[src/rtl/snake_pkg.sv]
// Shared encodings, grid geometry and start position for the snake engine.
package snake_pkg;

  typedef enum logic [1:0] {
    DIR_UP    = 2'd0,
    DIR_DOWN  = 2'd1,
    DIR_LEFT  = 2'd2,
    DIR_RIGHT = 2'd3
  } dir_t;

  typedef enum logic [1:0] {
    ST_IDLE = 2'd0,
    ST_RUN  = 2'd1,
    ST_OVER = 2'd2
  } state_t;

  localparam int GRID_COLS = 64;
  localparam int GRID_ROWS = 48;
  localparam int CELL      = 10;
  localparam int CELL_OFS  = 5;
  localparam int N_SEG     = 4;

  localparam logic [5:0] START_COL = 6'd4;
  localparam logic [5:0] START_ROW = 6'd10;

  // UP<->DOWN and LEFT<->RIGHT differ only in the low bit.
  function automatic dir_t dir_rev(input dir_t d);
    return dir_t'(d ^ 2'b01);
  endfunction

  // Cell index to pixel centre; 63*10+5 = 635 fits in 10 bits.
  function automatic logic [9:0] cell_to_pix(input logic [5:0] c);
    return ({4'b0000, c} * 10'(CELL)) + 10'(CELL_OFS);
  endfunction

endpackage

[src/rtl/snake_tick_gen.sv]
// Free-running 0..DIV-1 counter with hold (en low) and clear; tick marks the last count.
module snake_tick_gen #(
  parameter int DIV = 4
) (
  input  logic clk,
  input  logic reset,
  input  logic en_i,
  input  logic clr_i,
  output logic tick_o
);

  localparam int W = (DIV > 1) ? $clog2(DIV) : 1;
  localparam logic [W-1:0] LAST = W'(DIV - 1);

  logic [W-1:0] cnt_q;

  assign tick_o = en_i && (cnt_q == LAST);

  // Count while enabled, wrap on the tick, hold otherwise.
  always_ff @(posedge clk or posedge reset) begin
    if (reset) begin
      cnt_q <= '0;
    end else if (clr_i) begin
      cnt_q <= '0;
    end else if (en_i) begin
      cnt_q <= tick_o ? '0 : cnt_q + W'(1);
    end
  end

endmodule

[src/rtl/snake_engine.sv]
// Snake game-state engine: 4 segments on a 64x48 grid, driving VGA segment centres.
//
// state   | meaning
// IDLE    | snake parked at start position, waiting for a btnC rising edge
// RUN     | one move per tick; pause holds the tick counter
// OVER    | wall hit; blackout toggles each tick, then back to IDLE
module snake_engine
  import snake_pkg::*;
#(
  parameter int TICK_DIV    = 10_000_000,
  parameter int WRAP        = 1,
  parameter int BLINK_COUNT = 6
) (
  input  logic       clk,
  input  logic       reset,
  input  logic       btnU,
  input  logic       btnD,
  input  logic       btnL,
  input  logic       btnR,
  input  logic       btnC,
  input  logic       pause,
  output logic [9:0] xCoord1,
  output logic [9:0] xCoord2,
  output logic [9:0] xCoord3,
  output logic [9:0] xCoord4,
  output logic [9:0] yCoord1,
  output logic [9:0] yCoord2,
  output logic [9:0] yCoord3,
  output logic [9:0] yCoord4,
  output logic       blackout,
  output logic       game_over
);

  localparam int BW = $clog2(BLINK_COUNT + 1);
  localparam logic [BW-1:0] LAST_BLINK = BW'(BLINK_COUNT - 1);

  logic [5:0] raw_in;
  logic [5:0] sync1_q, sync2_q;
  logic       btnc_prev_q;
  logic       up_s, dn_s, lf_s, rt_s, pause_s, start;

  state_t          state_q;
  dir_t            dir_q, pend_q, dir_d, req_dir;
  logic            req_vld;
  logic [BW-1:0]   blink_q;
  logic            blackout_q, game_over_q;

  logic [5:0] col_q [N_SEG];
  logic [5:0] row_q [N_SEG];
  logic [5:0] col_d [N_SEG];
  logic [5:0] row_d [N_SEG];
  logic [9:0] x_q   [N_SEG];
  logic [9:0] y_q   [N_SEG];

  logic       tick, tick_en, tick_clr;
  logic [5:0] head_col, head_row;
  logic       edge_hit, hit, do_move, load_start;

  assign raw_in  = {btnU, btnD, btnL, btnR, btnC, pause};
  assign up_s    = sync2_q[5];
  assign dn_s    = sync2_q[4];
  assign lf_s    = sync2_q[3];
  assign rt_s    = sync2_q[2];
  assign pause_s = sync2_q[0];
  assign start   = sync2_q[1] && !btnc_prev_q;

  // Two-flop synchronisers plus the btnC edge-detect history.
  always_ff @(posedge clk or posedge reset) begin
    if (reset) begin
      sync1_q     <= '0;
      sync2_q     <= '0;
      btnc_prev_q <= 1'b0;
    end else begin
      sync1_q     <= raw_in;
      sync2_q     <= sync1_q;
      btnc_prev_q <= sync2_q[1];
    end
  end

  // Counter is parked at 0 in IDLE so RUN always starts a full tick period.
  assign tick_en  = ((state_q == ST_RUN) && !pause_s) || (state_q == ST_OVER);
  assign tick_clr = (state_q == ST_IDLE);

  snake_tick_gen #(.DIV(TICK_DIV)) u_tick (
    .clk    (clk),
    .reset  (reset),
    .en_i   (tick_en),
    .clr_i  (tick_clr),
    .tick_o (tick)
  );

  // Highest-priority pressed direction button, U > D > L > R.
  always_comb begin
    req_vld = 1'b1;
    req_dir = DIR_RIGHT;
    if (up_s)      req_dir = DIR_UP;
    else if (dn_s) req_dir = DIR_DOWN;
    else if (lf_s) req_dir = DIR_LEFT;
    else if (rt_s) req_dir = DIR_RIGHT;
    else           req_vld = 1'b0;
  end

  // Pending becomes committed on every RUN tick, even one that hits a wall.
  assign dir_d = ((state_q == ST_RUN) && tick) ? pend_q : dir_q;

  // Candidate head cell for the pending direction, wrapped at the grid edges.
  always_comb begin
    head_col = col_q[0];
    head_row = row_q[0];
    edge_hit = 1'b0;
    case (pend_q)
      DIR_UP: begin
        if (row_q[0] == 6'd0) begin
          edge_hit = 1'b1;
          head_row = 6'(GRID_ROWS - 1);
        end else begin
          head_row = row_q[0] - 6'd1;
        end
      end
      DIR_DOWN: begin
        if (row_q[0] == 6'(GRID_ROWS - 1)) begin
          edge_hit = 1'b1;
          head_row = 6'd0;
        end else begin
          head_row = row_q[0] + 6'd1;
        end
      end
      DIR_LEFT: begin
        if (col_q[0] == 6'd0) begin
          edge_hit = 1'b1;
          head_col = 6'(GRID_COLS - 1);
        end else begin
          head_col = col_q[0] - 6'd1;
        end
      end
      default: begin
        if (col_q[0] == 6'(GRID_COLS - 1)) begin
          edge_hit = 1'b1;
          head_col = 6'd0;
        end else begin
          head_col = col_q[0] + 6'd1;
        end
      end
    endcase
  end

  assign hit        = edge_hit && (WRAP == 0);
  assign do_move    = (state_q == ST_RUN) && tick && !hit;
  assign load_start = (state_q == ST_OVER) && tick && (blink_q == LAST_BLINK);

  // Next segment cells: reload, shift-and-advance, or hold.
  always_comb begin
    col_d = col_q;
    row_d = row_q;
    if (load_start) begin
      for (int i = 0; i < N_SEG; i++) begin
        col_d[i] = START_COL - 6'(i);
        row_d[i] = START_ROW;
      end
    end else if (do_move) begin
      for (int i = N_SEG - 1; i > 0; i--) begin
        col_d[i] = col_q[i-1];
        row_d[i] = row_q[i-1];
      end
      col_d[0] = head_col;
      row_d[0] = head_row;
    end
  end

  // Segment cells and their registered pixel centres move together.
  always_ff @(posedge clk or posedge reset) begin
    if (reset) begin
      for (int i = 0; i < N_SEG; i++) begin
        col_q[i] <= START_COL - 6'(i);
        row_q[i] <= START_ROW;
        x_q[i]   <= cell_to_pix(START_COL - 6'(i));
        y_q[i]   <= cell_to_pix(START_ROW);
      end
    end else begin
      for (int i = 0; i < N_SEG; i++) begin
        col_q[i] <= col_d[i];
        row_q[i] <= row_d[i];
        x_q[i]   <= cell_to_pix(col_d[i]);
        y_q[i]   <= cell_to_pix(row_d[i]);
      end
    end
  end

  // Game FSM with direction latch and registered blackout/game_over.
  always_ff @(posedge clk or posedge reset) begin
    if (reset) begin
      state_q     <= ST_IDLE;
      dir_q       <= DIR_RIGHT;
      pend_q      <= DIR_RIGHT;
      blink_q     <= '0;
      blackout_q  <= 1'b0;
      game_over_q <= 1'b0;
    end else begin
      if (load_start) begin
        dir_q  <= DIR_RIGHT;
        pend_q <= DIR_RIGHT;
      end else begin
        dir_q <= dir_d;
        // Reversal is judged against the direction in force after this edge.
        if (req_vld && (req_dir != dir_rev(dir_d))) pend_q <= req_dir;
      end
      case (state_q)
        ST_IDLE: begin
          if (start) state_q <= ST_RUN;
        end
        ST_RUN: begin
          if (tick && hit) begin
            state_q     <= ST_OVER;
            game_over_q <= 1'b1;
          end
        end
        ST_OVER: begin
          if (tick) begin
            if (blink_q == LAST_BLINK) begin
              state_q     <= ST_IDLE;
              blink_q     <= '0;
              blackout_q  <= 1'b0;
              game_over_q <= 1'b0;
            end else begin
              blink_q    <= blink_q + BW'(1);
              blackout_q <= ~blackout_q;
            end
          end
        end
        default: state_q <= ST_IDLE;
      endcase
    end
  end

  assign xCoord1   = x_q[0];
  assign xCoord2   = x_q[1];
  assign xCoord3   = x_q[2];
  assign xCoord4   = x_q[3];
  assign yCoord1   = y_q[0];
  assign yCoord2   = y_q[1];
  assign yCoord3   = y_q[2];
  assign yCoord4   = y_q[3];
  assign blackout  = blackout_q;
  assign game_over = game_over_q;

endmodule

[config.mk]
export PLATFORM = sky130hd
export DESIGN_NAME = snake_engine
export DESIGN_NICKNAME = d
export VERILOG_FILES = /design/src/rtl/snake_pkg.sv /design/src/rtl/snake_tick_gen.sv /design/src/rtl/snake_engine.sv
export SDC_FILE = /design/constraint.sdc
export NUM_CORES = 1
export LEC_CHECK = 0
export ABC_AREA = 1
export CELL_PAD_IN_SITES_DETAIL_PLACEMENT = 1
export CELL_PAD_IN_SITES_GLOBAL_PLACEMENT = 1
export CORE_MARGIN = 3
export CORE_UTILIZATION = 49
export CTS_BUF_LIST = sky130_fd_sc_hd__clkbuf_8
export DETAILED_ROUTE_END_ITERATION = 12
export MAX_ROUTING_LAYER = met4
export PLACE_DENSITY_LB_ADDON = 0.1
export RECOVER_POWER = 25
export SLEW_MARGIN = 20
export SYNTH_ARGS = -nofsm -noshare
export SYNTH_HDL_FRONTEND = slang
export SYNTH_HIERARCHICAL = 1
export SYNTH_SLANG_ARGS = --single-unit
[constraint.sdc]
create_clock -name clk -period 14.35 [get_ports clk]
set_input_delay 3.5875 -clock clk [delete_from_list [all_inputs] [get_ports clk]]
set_output_delay 3.5875 -clock clk [all_outputs]
set_load 0.05 [all_outputs]
# After elaboration in Yosys (flattened, before gate mapping)
# Index checks and enable logic that the tools add are counted.
# totals
reg_bits	175
wordCells	111
# op_classes
addsub	14
multipliers	8
n_eq_ne	12
n_mux	30
bitwise_logic	3
reduce_logical	19
# ops
op	count
24-bit 2-to-1 mux	7
10-bit by 3-bit adder with 10-bit output, second input constant	8
6-bit by 3-bit multiplier with 9-bit output, second input constant	8
24-bit by 1-bit adder with 24-bit output, second input constant	1
24-bit equality test, second input constant	1
6-bit 2-to-1 mux	4
6-bit case mux with 2 select lines	2
2-bit 2-to-1 mux	9
6-bit by 1-bit adder with 6-bit output, second input constant	2
6-bit equality test, second input constant	2
6-bit logical NOT	2
6-bit by 1-bit subtractor with 6-bit output, second input constant	2
1-bit logical AND	7
1-bit 2-to-1 mux	6
2-bit case mux with 3 select lines	1
2-bit by 1-bit equality test with 1-bit output, second input constant	2
2-bit equality test, second input constant	2
2-bit logical NOT	2
2-bit != test, second input constant	2
4-bit AND reduction	1
2-bit nonzero test	2
3-bit by 1-bit adder with 3-bit output, second input constant	1
3-bit equality test, second input constant	1
3-bit 2-to-1 mux	1
7 further kinds	10

# Depth between registers and ports, before layout
# Gate-level depths: netlist (run 1).
# logic_depth
ltp_word	11
mapped_depth	25
ltp_nobuf	23

# By module
# Netlist (run 1), hierarchy kept.
# modules_own_cells
mod	instances	cells_each	area_per_inst_um2	seq_area_each_um2
snake_engine	1	737	7213.2	3299.4
snake_tick_gen	1	251	1655.3	600.6

# Worst setup path before layout (run 1)
# Ideal clock, no wire load.
# synth_path
kind	register to output
start	register, netlist name col_q[12]
end	output port xCoord2[1]
t_arrival_ns	0.700
required_ns	10.762
slack_ns	10.063
stages_incl_launch_ff	2
path_buffers	1
path_cell_list	dfstp_2 -> buf_4
# synth_rtl
item	line	rtl
end: declaration	snake_engine.sv:23	output logic [9:0] xCoord2,

==> results of run 1 <==
placed cells by master (no fill, tap or decap), types with 4 or more instances in the layout:
cell type / instances
nand3b_1: 9
dfrtp_1: 117
nand2_1: 208
conb_1: 10
nor3_1: 15
inv_1: 113
xor2_1: 45
nand4_1: 20
bufinv_16: 4
clkbuf_8: 18
ha_1: 78
fa_1: 8
clkinv_1: 5
o21ai_0: 44
inv_6: 4
nand2_2: 9
nor3_2: 5
o21ai_1: 4
nand3_2: 4
a21oi_1: 22
nand3_1: 47
xnor2_1: 18
dfstp_2: 37
clkdlybuf4s50_1: 79
nor2_1: 99
a211oi_1: 5
logic make-up after synthesis:
group,synth area share
adders and majority gates,0.128
other,0.000847
and+or+nand+nor,0.219
AOI/OAI and AO/OA,0.0680
xor gates and xnor gates,0.0641
buffers and inverters,0.0800
DFF,0.440
where the power goes:
group | switching (W) | leakage (nW) | internal [W]
Clock | 0.000171 | 0.216 | 0.000195
Combinational | 0.0000331 | 2.79 | 0.0000121
Sequential | 0.00000921 | 1.94 | 0.000444
state kept, by name, summed over array words and instances, names as in the netlist:
register,count
sync2_q,6
u_tick/cnt_q,24
xCoord2,8
xCoord1,8
col_q,24
xCoord4,8
xCoord3,8
yCoord1,8
yCoord3,8
yCoord2,8
yCoord4,8
sync1_q,6
pend_q,2
state_q,1
dir_q,2
row_q,24
btnc_prev_q,1
through the flow:
stage	total power [W]	util	cell area, um^2	setup slack [ps]
after floorplan	0.000497	-	8900	7350
after global placement	0.000505	0.557	9740	9000
after detailed placement	0.000508	0.557	9740	8970
after CTS	0.000878	0.582	10200	8910
after global routing	0.000902	0.578	10100	6520
final	0.000865	0.578	10100	7180
metal layers:
metal	GRT usage	part of all wire	wire [um]
met1	0.277	0.43	9220
met3	0.0386	0.027	581
met2	0.413	0.53	11200
met5	-	0	0
met4	0.0586	0.017	356
area by class of cell:
type / instances / area [um^2] / area share
flip-flops and latches: 154 / 3900 / 0.386
repair buffers: 82 / 806 / 0.0798
clock inverters: 14 / 193 / 0.0191
well taps: 225 / 282 / 0.0279
multi-input cells: 687 / 4210 / 0.417
clock buffers: 18 / 248 / 0.0245
inverters: 120 / 455 / 0.0451
worst paths after layout:
kind / end / slack [ps]
min in group asynchronous: sync1_q[0] / 3620
min reg2reg: sync2_q[0] / 360
max reg2reg: xCoord4[9] / 7180
min: sync2_q[0] / 360
max in group asynchronous: row_q[23] / 9490
max: xCoord4[9] / 7180
==> summary.md, run 1 <==
| Metric | Value |
|---|---|
| Ports | `90` |
| Nets@finish | `1156` |
| ANT nets after route | `0` |
| Ys async rst share | `1.00` |
| CTS max path bufs | `2` |
| Share of layout cells above drive strength 1 | `0.0940` |
| Post-cts sizing count | `0` |
| Final hold violation count | `0` |
| Crit start category | `flop` |
| Wire per inst | `about 16 um` |
| Worst rel slew slack | `-0.663` |
| Clk sinks | `154` |
| Count leader, synth | `nand2_1` |
| Core ar. | `between 15000 and 20000 um^2` |
| Max VDD drop | `around 0.000070 V` |
| Most common cell on crit path | `nand2_1` |
| Crit Path Category | `reg2reg` |
| Final period util | `0.499` |
| Vias in the first global route | `around 7400` |
| DR pass1 iterations | `7` |
| RSZ-0062 raised after global routing | `no` |
| Max-slew violations | `58` |
| Fillers | `around 2100` |
| DRC Markers | `0` |
| Number of flops mapped to enable cells by yosys | `0` |
| Placed Cells | `~1300` |
| FP Rows | `48` |
| Crit path depth | `25` |
| Min-delay worst type | `reg2reg` |
| Yosys cell types | `54` |
| Clk Latency, worst-skew pair | `~460 ps` |
| Worst Reg2Reg Path Length in Cells | `25` |
| Crit Reg-Reg Startpoint | `u_tick/cnt_q[0]` |
| Diodes inserted | `0` |
| GPL Wtd Cong | `roughly 0.88` |
| Minimum clock period | `approximately 7000 ps` |
| Worst EP arrival | `about 7600 ps` |
| Status | `finished with violations` |
| Max stage delay on crit path | `around 1800 ps` |
| Synth Register Bits | `approximately 150` |
| Setup Viol. Count Final | `0` |
| Crit path buf inv count | `7` |
| Register area share after synthesis | `0.440` |
| Synth-to-Final Area Change | `13.8%` |
| Worst-Margin Slew | `between 2000 and 2500 ps` |
| Iteration-0 DRC Markers | `300` |
| Gate Count Post-Synth | `approximately 990` |
| Synthesized area | `just under 9000 um^2` |
| Post-synth top area cell | `dfrtp_1` |
| YS warnings | `6` |
| Final Non-Filler Cells | `1300` |
| Clock slew at the register clock pins of the worst setup and hold paths | `roughly 90 ps` |
| Pin count of the biggest net entering global routing | `76` |
| Synth area leaders | `dfrtp_1 (33%), ha_1 (11%), dfstp_2 (11%)` |
| Via count | `slightly below 7000` |
| Worst hold slack | `between 300 and 400 ps` |
| Post-DP HPWL | `between 15 and 20 mm` |
| CP Capture Type | `flop` |
| Number of buffers inserted by hold repair at cts | `0` |
| Pwr Density | `~86 nW/um^2` |
| Initial Utilization | `0.507` |
| Die X | `141 um` |
| Synth top cells by count | `nand2_1 (205), dfrtp_1 (117), inv_1 (113), nor2_1 (96), ha_1 (78)` |
| Worst EP required | `between 10000 and 15000 ps` |
| Total track usage | `0.233` |
| HP Start | `sync1_q[0]` |
| Yosys top cell area share | `0.330` |
| Overflow after GRT | `0` |
| Violated checks | `max-capacitance violations, max-slew violations` |
| Post-CTS Setup Bufs | `0` |
| Vias per inst | `roughly 5.3` |
| CTS tree | `yes` |
| H-tree levels | `4` |
| Avg Inst Size Synth | `between 8 and 9 um^2` |
| WHS Path Cells | `0` |
| CP top delay family | `buffers and inverters` |
| Die Ht | `between 100 and 150 um` |
| Port bufs | `79` |
| Initial antenna violation count | `0` |
| Global-route wire length before repair | `between 30 and 40 mm` |
| Max-cap violations | `1` |
| Root Driver | `clkbuf_8` |
| Cell leakage power | `between 4 and 5 nW` |
| Die area | `between 15000 and 20000 um^2` |
| CP startpoint | `u_tick/cnt_q[0]` |
| TritonCTS Buffers | `17` |
| Largest fanout on the critical path | `57` |
| Maximum clock frequency | `~140 MHz` |
| Overall routed net length | `21.4 mm` |
| Worst path slowest cell | `clkbuf_1` |
| Clock Skew | `between 10 and 15 ps` |
| Setup_tns | `0 ps` |
| Post-synth top flop | `dfrtp_1` |
Power figures use the tool's default switching activity.
==> run 2, diff against run 1 <==
--- a/config.mk
+++ b/config.mk
@@ -9,7 +9,7 @@
 export CELL_PAD_IN_SITES_DETAIL_PLACEMENT = 1
 export CELL_PAD_IN_SITES_GLOBAL_PLACEMENT = 1
 export CORE_MARGIN = 3
-export CORE_UTILIZATION = 49
+export CORE_UTILIZATION = 41
 export CTS_BUF_LIST = sky130_fd_sc_hd__clkbuf_8
 export DETAILED_ROUTE_END_ITERATION = 12
 export MAX_ROUTING_LAYER = met4
==> constraint.sdc (replaced) <==
create_clock -name clk -period 6.5 [get_ports clk]
set_input_delay 1.625 -clock clk [delete_from_list [all_inputs] [get_ports clk]]
set_output_delay 1.625 -clock clk [all_outputs]
set_load 0.05 [all_outputs]
==> summary.md, run 2 (same netlist as run 1, synthesis figures left out) <==
| Metric | Value |
|---|---|
| Vias in the first global route | `7117 (-3.8%)` |
| Crit Path Category | `in2async` |
| Largest fanout on the critical path | `88 (+54%)` |
| Total track usage | `0.188 (-0.0447)` |
| Status | `finished with violations` |
| Worst rel slew slack | `-1.25 (-0.591)` |
| Clock Skew | `25.8 ps (+12.6 ps)` |
| Crit path buf inv count | `3 (-4)` |
| Max-cap violations | `1 (unchanged)` |
| RSZ-0062 raised after global routing | `no` |
| Worst-Margin Slew | `3380 ps (+887 ps)` |
| Synth-to-Final Area Change | `15.2%` |
| Cell leakage power | `4.98 nW (+0.63%)` |
| Clk Latency, worst-skew pair | `460 ps (about the same)` |
| CTS tree | `yes` |
| Die Ht | `153 um (+8.9%)` |
| Leading cell type in the layout, fill and taps excluded | `nand2_1` |
| CP top delay family | `buffers and inverters` |
| DRC Markers | `0 (unchanged)` |
| Iteration-0 DRC Markers | `302 (+0.67%)` |
| TritonCTS Buffers | `17 (unchanged)` |
| Final non-filler cell area | `10200 um^2 (+1.2%)` |
| Via count | `6678 (-2.9%)` |
| Worst path slowest cell | `inv_1` |
| Maximum clock frequency | `roughly 210 MHz` |
| Max stage delay on crit path | `2360 ps (+600 ps)` |
| Pin count of the biggest net entering global routing | `89 (+17%)` |
| CP Capture Type | `asynchronous set/reset pin` |
| Final hold violation count | `0 (unchanged)` |
| Max VDD drop | `0.000130 V (+85%)` |
| Max-slew violations | `89 (+53%)` |
| Global-route wire length before repair | `35.3 mm (-3.1%)` |
| Worst EP arrival | `5380 ps (-2190 ps)` |
| Worst EP required | `7030 ps (-7720 ps)` |
| Root Driver | `clkbuf_8` |
| Clk sinks | `154 (unchanged)` |
| Initial Utilization | `0.419 (-0.0882)` |
| Initial antenna violation count | `0 (unchanged)` |
| Internal reg-to-reg setup slack | `2120 ps (-5060 ps)` |
| Setup_tns | `0 ps (unchanged)` |
| Core ar. | `21200 um^2 (+21%)` |
| Post-CTS Setup Bufs | `0 (unchanged)` |
| Commonest non-fill, non-tap cells in the layout | `nand2_1 (206), dfrtp_1 (117), inv_1 (112), nor2_1 (98), ha_1 (78)` |
| Overall routed net length | `20.5 mm (-4.1%)` |
| Setup Viol. Count Final | `0 (unchanged)` |
| FP Rows | `53 (+10%)` |
| Ports | `90 (unchanged)` |
| Die X | `153 um (+8.9%)` |
| Wire per inst | `15.2 um (-7.6%)` |
| Overflow after GRT | `0 (unchanged)` |
| Nets@finish | `1156 (unchanged)` |
| Violated checks | `max-capacitance violations, max-slew violations` |
| Crit start category | `input port` |
| Number of buffers inserted by hold repair at cts | `0 (unchanged)` |
| Clock slew at the register clock pins of the worst setup and hold paths | `80 ps (about the same)` |
| GPL Wtd Cong | `0.896 (+2.0%)` |
| Minimum clock period | `just under 5000 ps` |
| ANT nets after route | `0 (unchanged)` |
| Diodes inserted | `0 (unchanged)` |
| Post-DP HPWL | `15.5 mm (-3.9%)` |
| Final period util | `0.745` |
| DR pass1 iterations | `5 (-2)` |
| Die area | `23400 um^2 (+19%)` |
| Biggest regs | `col_q (24), row_q (24), u_tick/cnt_q (24)` |
| Vias per inst | `4.95 (-6.5%)` |
| Placed Area | `9800 um^2 (+0.64%)` |
| Share of layout cells above drive strength 1 | `0.110 (+0.0158)` |
| CTS max path bufs | `2 (unchanged)` |
| H-tree levels | `4 (unchanged)` |
| Port bufs | `79 (unchanged)` |
| Min-delay worst type | `reg2reg` |
| Crit-path cells | `dlygate4sd3_1 -> inv_1 -> buf_4` |
| Post-cts sizing count | `0 (unchanged)` |
| Pwr Density | `188 nW/um^2 (+120%)` |
run 2: cell count changes in the layout (fill, tap and decap cells not counted), moves of 2 or more:
cell,before,now
nand2_2,9,12
o21ai_2,1,8
clkinv_1,5,2
clkdlybuf4s50_1,79,72
dlygate4sd3_1,0,7
inv_2,1,6
nand2_1,208,206
o21ai_0,44,35
run 2: layer usage:
metal  routed length [um]  global-route usage  share of wire
met5                    0                   -              0
met4                  153              0.0403         0.0075
met3                  504              0.0385          0.025
met2                10100               0.307           0.49
met1                 9820               0.245           0.48
run 2: worst register-to-register path: stages, from the launching register on:
cell and delay (ps):
dfrtp_1 370, inv_1 110, nor2_1 290, nand3_1 130, nor2_1 110, nand2_1 60, nor2_1 170, nand2_2 70
inv_1 710, nand2_1 240, nand2_2 140, inv_2 60, ha_1 280, ha_1 230, fa_1 410, xnor2_1 190
nor3b_1 290, nand4_1 160, o211ai_1 200, nand2_1 70
run 2: where the power goes:
part	switching (W)	leakage, nW	internal [W]
clock	0.000383	0.220	0.000443
sequential	0.0000201	1.94	0.000980
combinational	0.0000724	2.82	0.0000267
run 2: final cells by class:
| cell class | instances | area, um^2 |
|---|---|---|
| inverter | 120 | 450 |
| fill | 2487 | 10900 |
| multi-input combinational | 687 | 4260 |
| timing repair buffer | 82 | 810 |
| clock inverter | 13 | 188 |
| clock buffer | 19 | 262 |
| sequential | 154 | 3900 |
| tap | 275 | 344 |
run 2: through the flow:
stage          worst slack [ps]   util  hold slack [ps]  power [W]  std cells
3_3_place_gp               2240  0.463              331    0.00112       1318
5_1_grt                     967  0.483              373    0.00202       1350
4_1_cts                    2090  0.485              357    0.00196       1350
3_5_place_dp               2090  0.463              336    0.00112       1318
2_1_floorplan              1470      -              331    0.00110        996
6_report                   1660  0.483              355    0.00192       1350
run 2: final timing paths:
path | start | to | cells after the start
hold / removal | sync1_q[4] | sync2_q[4] | 0
setup / recovery | reset | row_q[13] | 3
setup reg to reg | state_q[0] | yCoord1[9] | 19
max in group clk | state_q[0] | yCoord1[9] | 19
hold reg to reg | sync1_q[4] | sync2_q[4] | 0
min in group asynchronous | reset | u_tick/cnt_q[3] | 2
==> run 3, diff against run 2 <==
==> constraint.sdc (replaced) <==
create_clock -name clk -period 4.3 [get_ports clk]
set_input_delay 1.075 -clock clk [delete_from_list [all_inputs] [get_ports clk]]
set_output_delay 1.075 -clock clk [all_outputs]
set_load 0.05 [all_outputs]
==> summary.md, run 3 (same netlist as run 1, synthesis figures left out) <==
| Metric | Value |
|---|---|
| Share of layout cells above drive strength 1 | `0.126 (+0.0164)` |
| ANT nets after route | `0 (unchanged)` |
| CP startpoint | `u_tick/cnt_q[0]` |
| Crit Path Category | `reg2reg` |
| Maximum clock frequency | `roughly 250 MHz` |
| HP Start | `sync1_q[3]` |
| Die Ht | `153 um (unchanged)` |
| Worst EP required | `4710 ps (-2320 ps)` |
| Number of buffers inserted by hold repair at cts | `0 (unchanged)` |
| CTS tree | `yes` |
| Crit start category | `flop` |
| Crit path capture | `xCoord1[9]` |
| H-tree levels | `4 (unchanged)` |
| Pin count of the biggest net entering global routing | `45 (-49%)` |
| Crit Reg-Reg Startpoint | `u_tick/cnt_q[0]` |
| Overall routed net length | `20.7 mm (+1.0%)` |
| Clk sinks | `154 (unchanged)` |
| Internal reg-to-reg setup slack | `350 ps (-1770 ps)` |
| Global-route wire length before repair | `35.5 mm (+0.61%)` |
| GPL Wtd Cong | `0.877 (-2.2%)` |
| Post-Route Utilization | `0.487 (+0.00367)` |
| Die area | `23400 um^2 (unchanged)` |
| Overflow after GRT | `0 (unchanged)` |
| Initial Utilization | `0.419 (unchanged)` |
| TritonCTS Buffers | `17 (unchanged)` |
| Worst-Margin Slew | `949 ps (-2430 ps)` |
| Via count | `6673 (-0.075%)` |
| Largest fanout on the critical path | `12 (-86%)` |
| Leading cell type in the layout, fill and taps excluded | `nand2_1` |
| Ports | `90 (unchanged)` |
| Worst EP arrival | `4350 ps (-1030 ps)` |
| Final hold violation count | `0 (unchanged)` |
| Initial antenna violation count | `0 (unchanged)` |
| Worst rel slew slack | `0.364 (+1.62)` |
| CP Capture Type | `flop` |
| FP Rows | `53 (unchanged)` |
| Port bufs | `79 (unchanged)` |
| Root Driver | `clkbuf_8` |
| Pre-CTS setup slack | `221 ps (-1870 ps)` |
| Total track usage | `0.190 (+0.00144)` |
| Vias per inst | `4.90 (-0.88%)` |
| DRC Markers | `0 (unchanged)` |
| DR pass1 iterations | `4 (-1)` |
| Clock Skew | `16.8 ps (-8.99 ps)` |
| Max VDD drop | `0.000164 V (+26%)` |
| Iteration-0 DRC Markers | `241 (-20%)` |
| Core ar. | `21200 um^2 (unchanged)` |
| CTS max path bufs | `2 (unchanged)` |
| Die X | `153 um (unchanged)` |
| Final period util | `0.918` |
| Min-delay worst type | `reg2reg` |
| Pwr Density | `263 nW/um^2 (+39%)` |
| Minimum clock period | `3950 ps` |
| Max-cap violations | `0 (-1)` |
| Nets@finish | `1167 (+0.95%)` |
| Cell leakage power | `5.02 nW (+0.74%)` |
| Max-slew violations | `0 (-100%)` |
| Commonest non-fill, non-tap cells in the layout | `nand2_1 (205), dfrtp_1 (117), inv_1 (115), nor2_1 (93), ha_1 (77)` |
| Setup Viol. Count Final | `0 (unchanged)` |
| Worst setup margin | `353 ps (-1300 ps)` |
| Vias in the first global route | `7195 (+1.1%)` |
| Diodes inserted | `0 (unchanged)` |
| Worst Reg2Reg Path Length in Cells | `22 (+3)` |
| Wire per inst | `15.2 um (+0.22%)` |
| Clock slew at the register clock pins of the worst setup and hold paths | `90 ps (about the same)` |
| Clk Latency, worst-skew pair | `460 ps (about the same)` |
| FF-to-FF End | `xCoord1[9]` |
| Biggest regs | `col_q (24), row_q (24), u_tick/cnt_q (24)` |
| Post-DP HPWL | `16.1 mm (+4.2%)` |
| Synth-to-Final Area Change | `16.1%` |
| Status | `completed` |
| RSZ-0062 raised after global routing | `yes` |
==> run 3: cell types whose count changed in the layout (fill, tap and decap cells not counted), moves of 2 or more <==
cell | previous run | this run
bufinv_16 | 4 | 1
inv_6 | 4 | 0
o21ai_2 | 8 | 10
nor2_2 | 3 | 7
buf_12 | 0 | 2
nand2_4 | 0 | 2
nor2_1 | 98 | 93
inv_1 | 112 | 115
buf_4 | 2 | 12
o21ai_0 | 35 | 33
==> run 3: metrics by stage <==
stage / hold WS, ps / cell area, um^2 / cells / total power [W] / TNS, ps
final: 355 / 10300 / 1361 / 0.00270 / 0
after detailed placement: 340 / 9890 / 1326 / 0.00170 / 0
after floorplan: 331 / 8900 / 996 / 0.00166 / 0
after global placement: 332 / 9890 / 1326 / 0.00170 / 0
after global routing: 370 / 10300 / 1361 / 0.00284 / -164
after CTS: 358 / 10200 / 1358 / 0.00275 / 0
==> run 3: power breakdown <==
part | switching, W | internal (W)
Combinational | 0.000116 | 0.0000478
Clock | 0.000534 | 0.000490
Sequential | 0.0000335 | 0.00148
Total | 0.000683 | 0.00202
==> run 3: critical path, stage by stage, from the launching register on <==
cell,delay [ps]
dfrtp_1,410
ha_2,230
nand2_2,90
nor2_1,140
nand2_1,90
inv_1,80
nand2_1,70
nor2_2,150
nand2_4,160
buf_4,210
nor2_4,120
inv_1,120
a21oi_1,130
o21ai_0,120
xor2_1,250
ha_1,310
ha_1,300
a21o_1,160
a21oi_1,180
xor2_1,240
and3_1,220
nand3_1,90
nand2_1,60
==> run 3: area by class of cell <==
cell class / count / area [um^2]
Fill cell: 2483 / 10900
Inverter: 120 / 458
Timing Repair Buffer: 93 / 921
Clock inverter: 12 / 87.6
Multi-Input combinational cell: 687 / 4310
Tap cell: 275 / 344
Sequential cell: 154 / 3900
Clock buffer: 20 / 275
==> run 3: worst min-delay path by stage <==
| stage | end | slack (ps) | cells after the start |
|---|---|---|---|
| after global routing | sync2_q[5] | 370 | 0 |
| after floorplan | sync2_q[0] | 330 | 0 |
| final | sync2_q[3] | 360 | 0 |
| after global placement | sync2_q[3] | 330 | 0 |
| after CTS | sync2_q[3] | 360 | 0 |
| after detailed placement | sync2_q[3] | 340 | 0 |
==> run 3: repair_timing <==
action / 4_1_cts / 5_1_grt
setup buffers: 0 / 3
resized for setup: 0 / 7
endpoints found under the setup margin: 0 / 18
==> run 3: metal layers <==
layer,part of all wire,GRT usage,wire [um],vias up
met4,0.014,0.0496,281,0
li1,-,-,-,3329
met5,0,-,0,-
met3,0.026,0.0294,545,24
met2,0.51,0.327,10500,84
met1,0.45,0.233,9400,3236
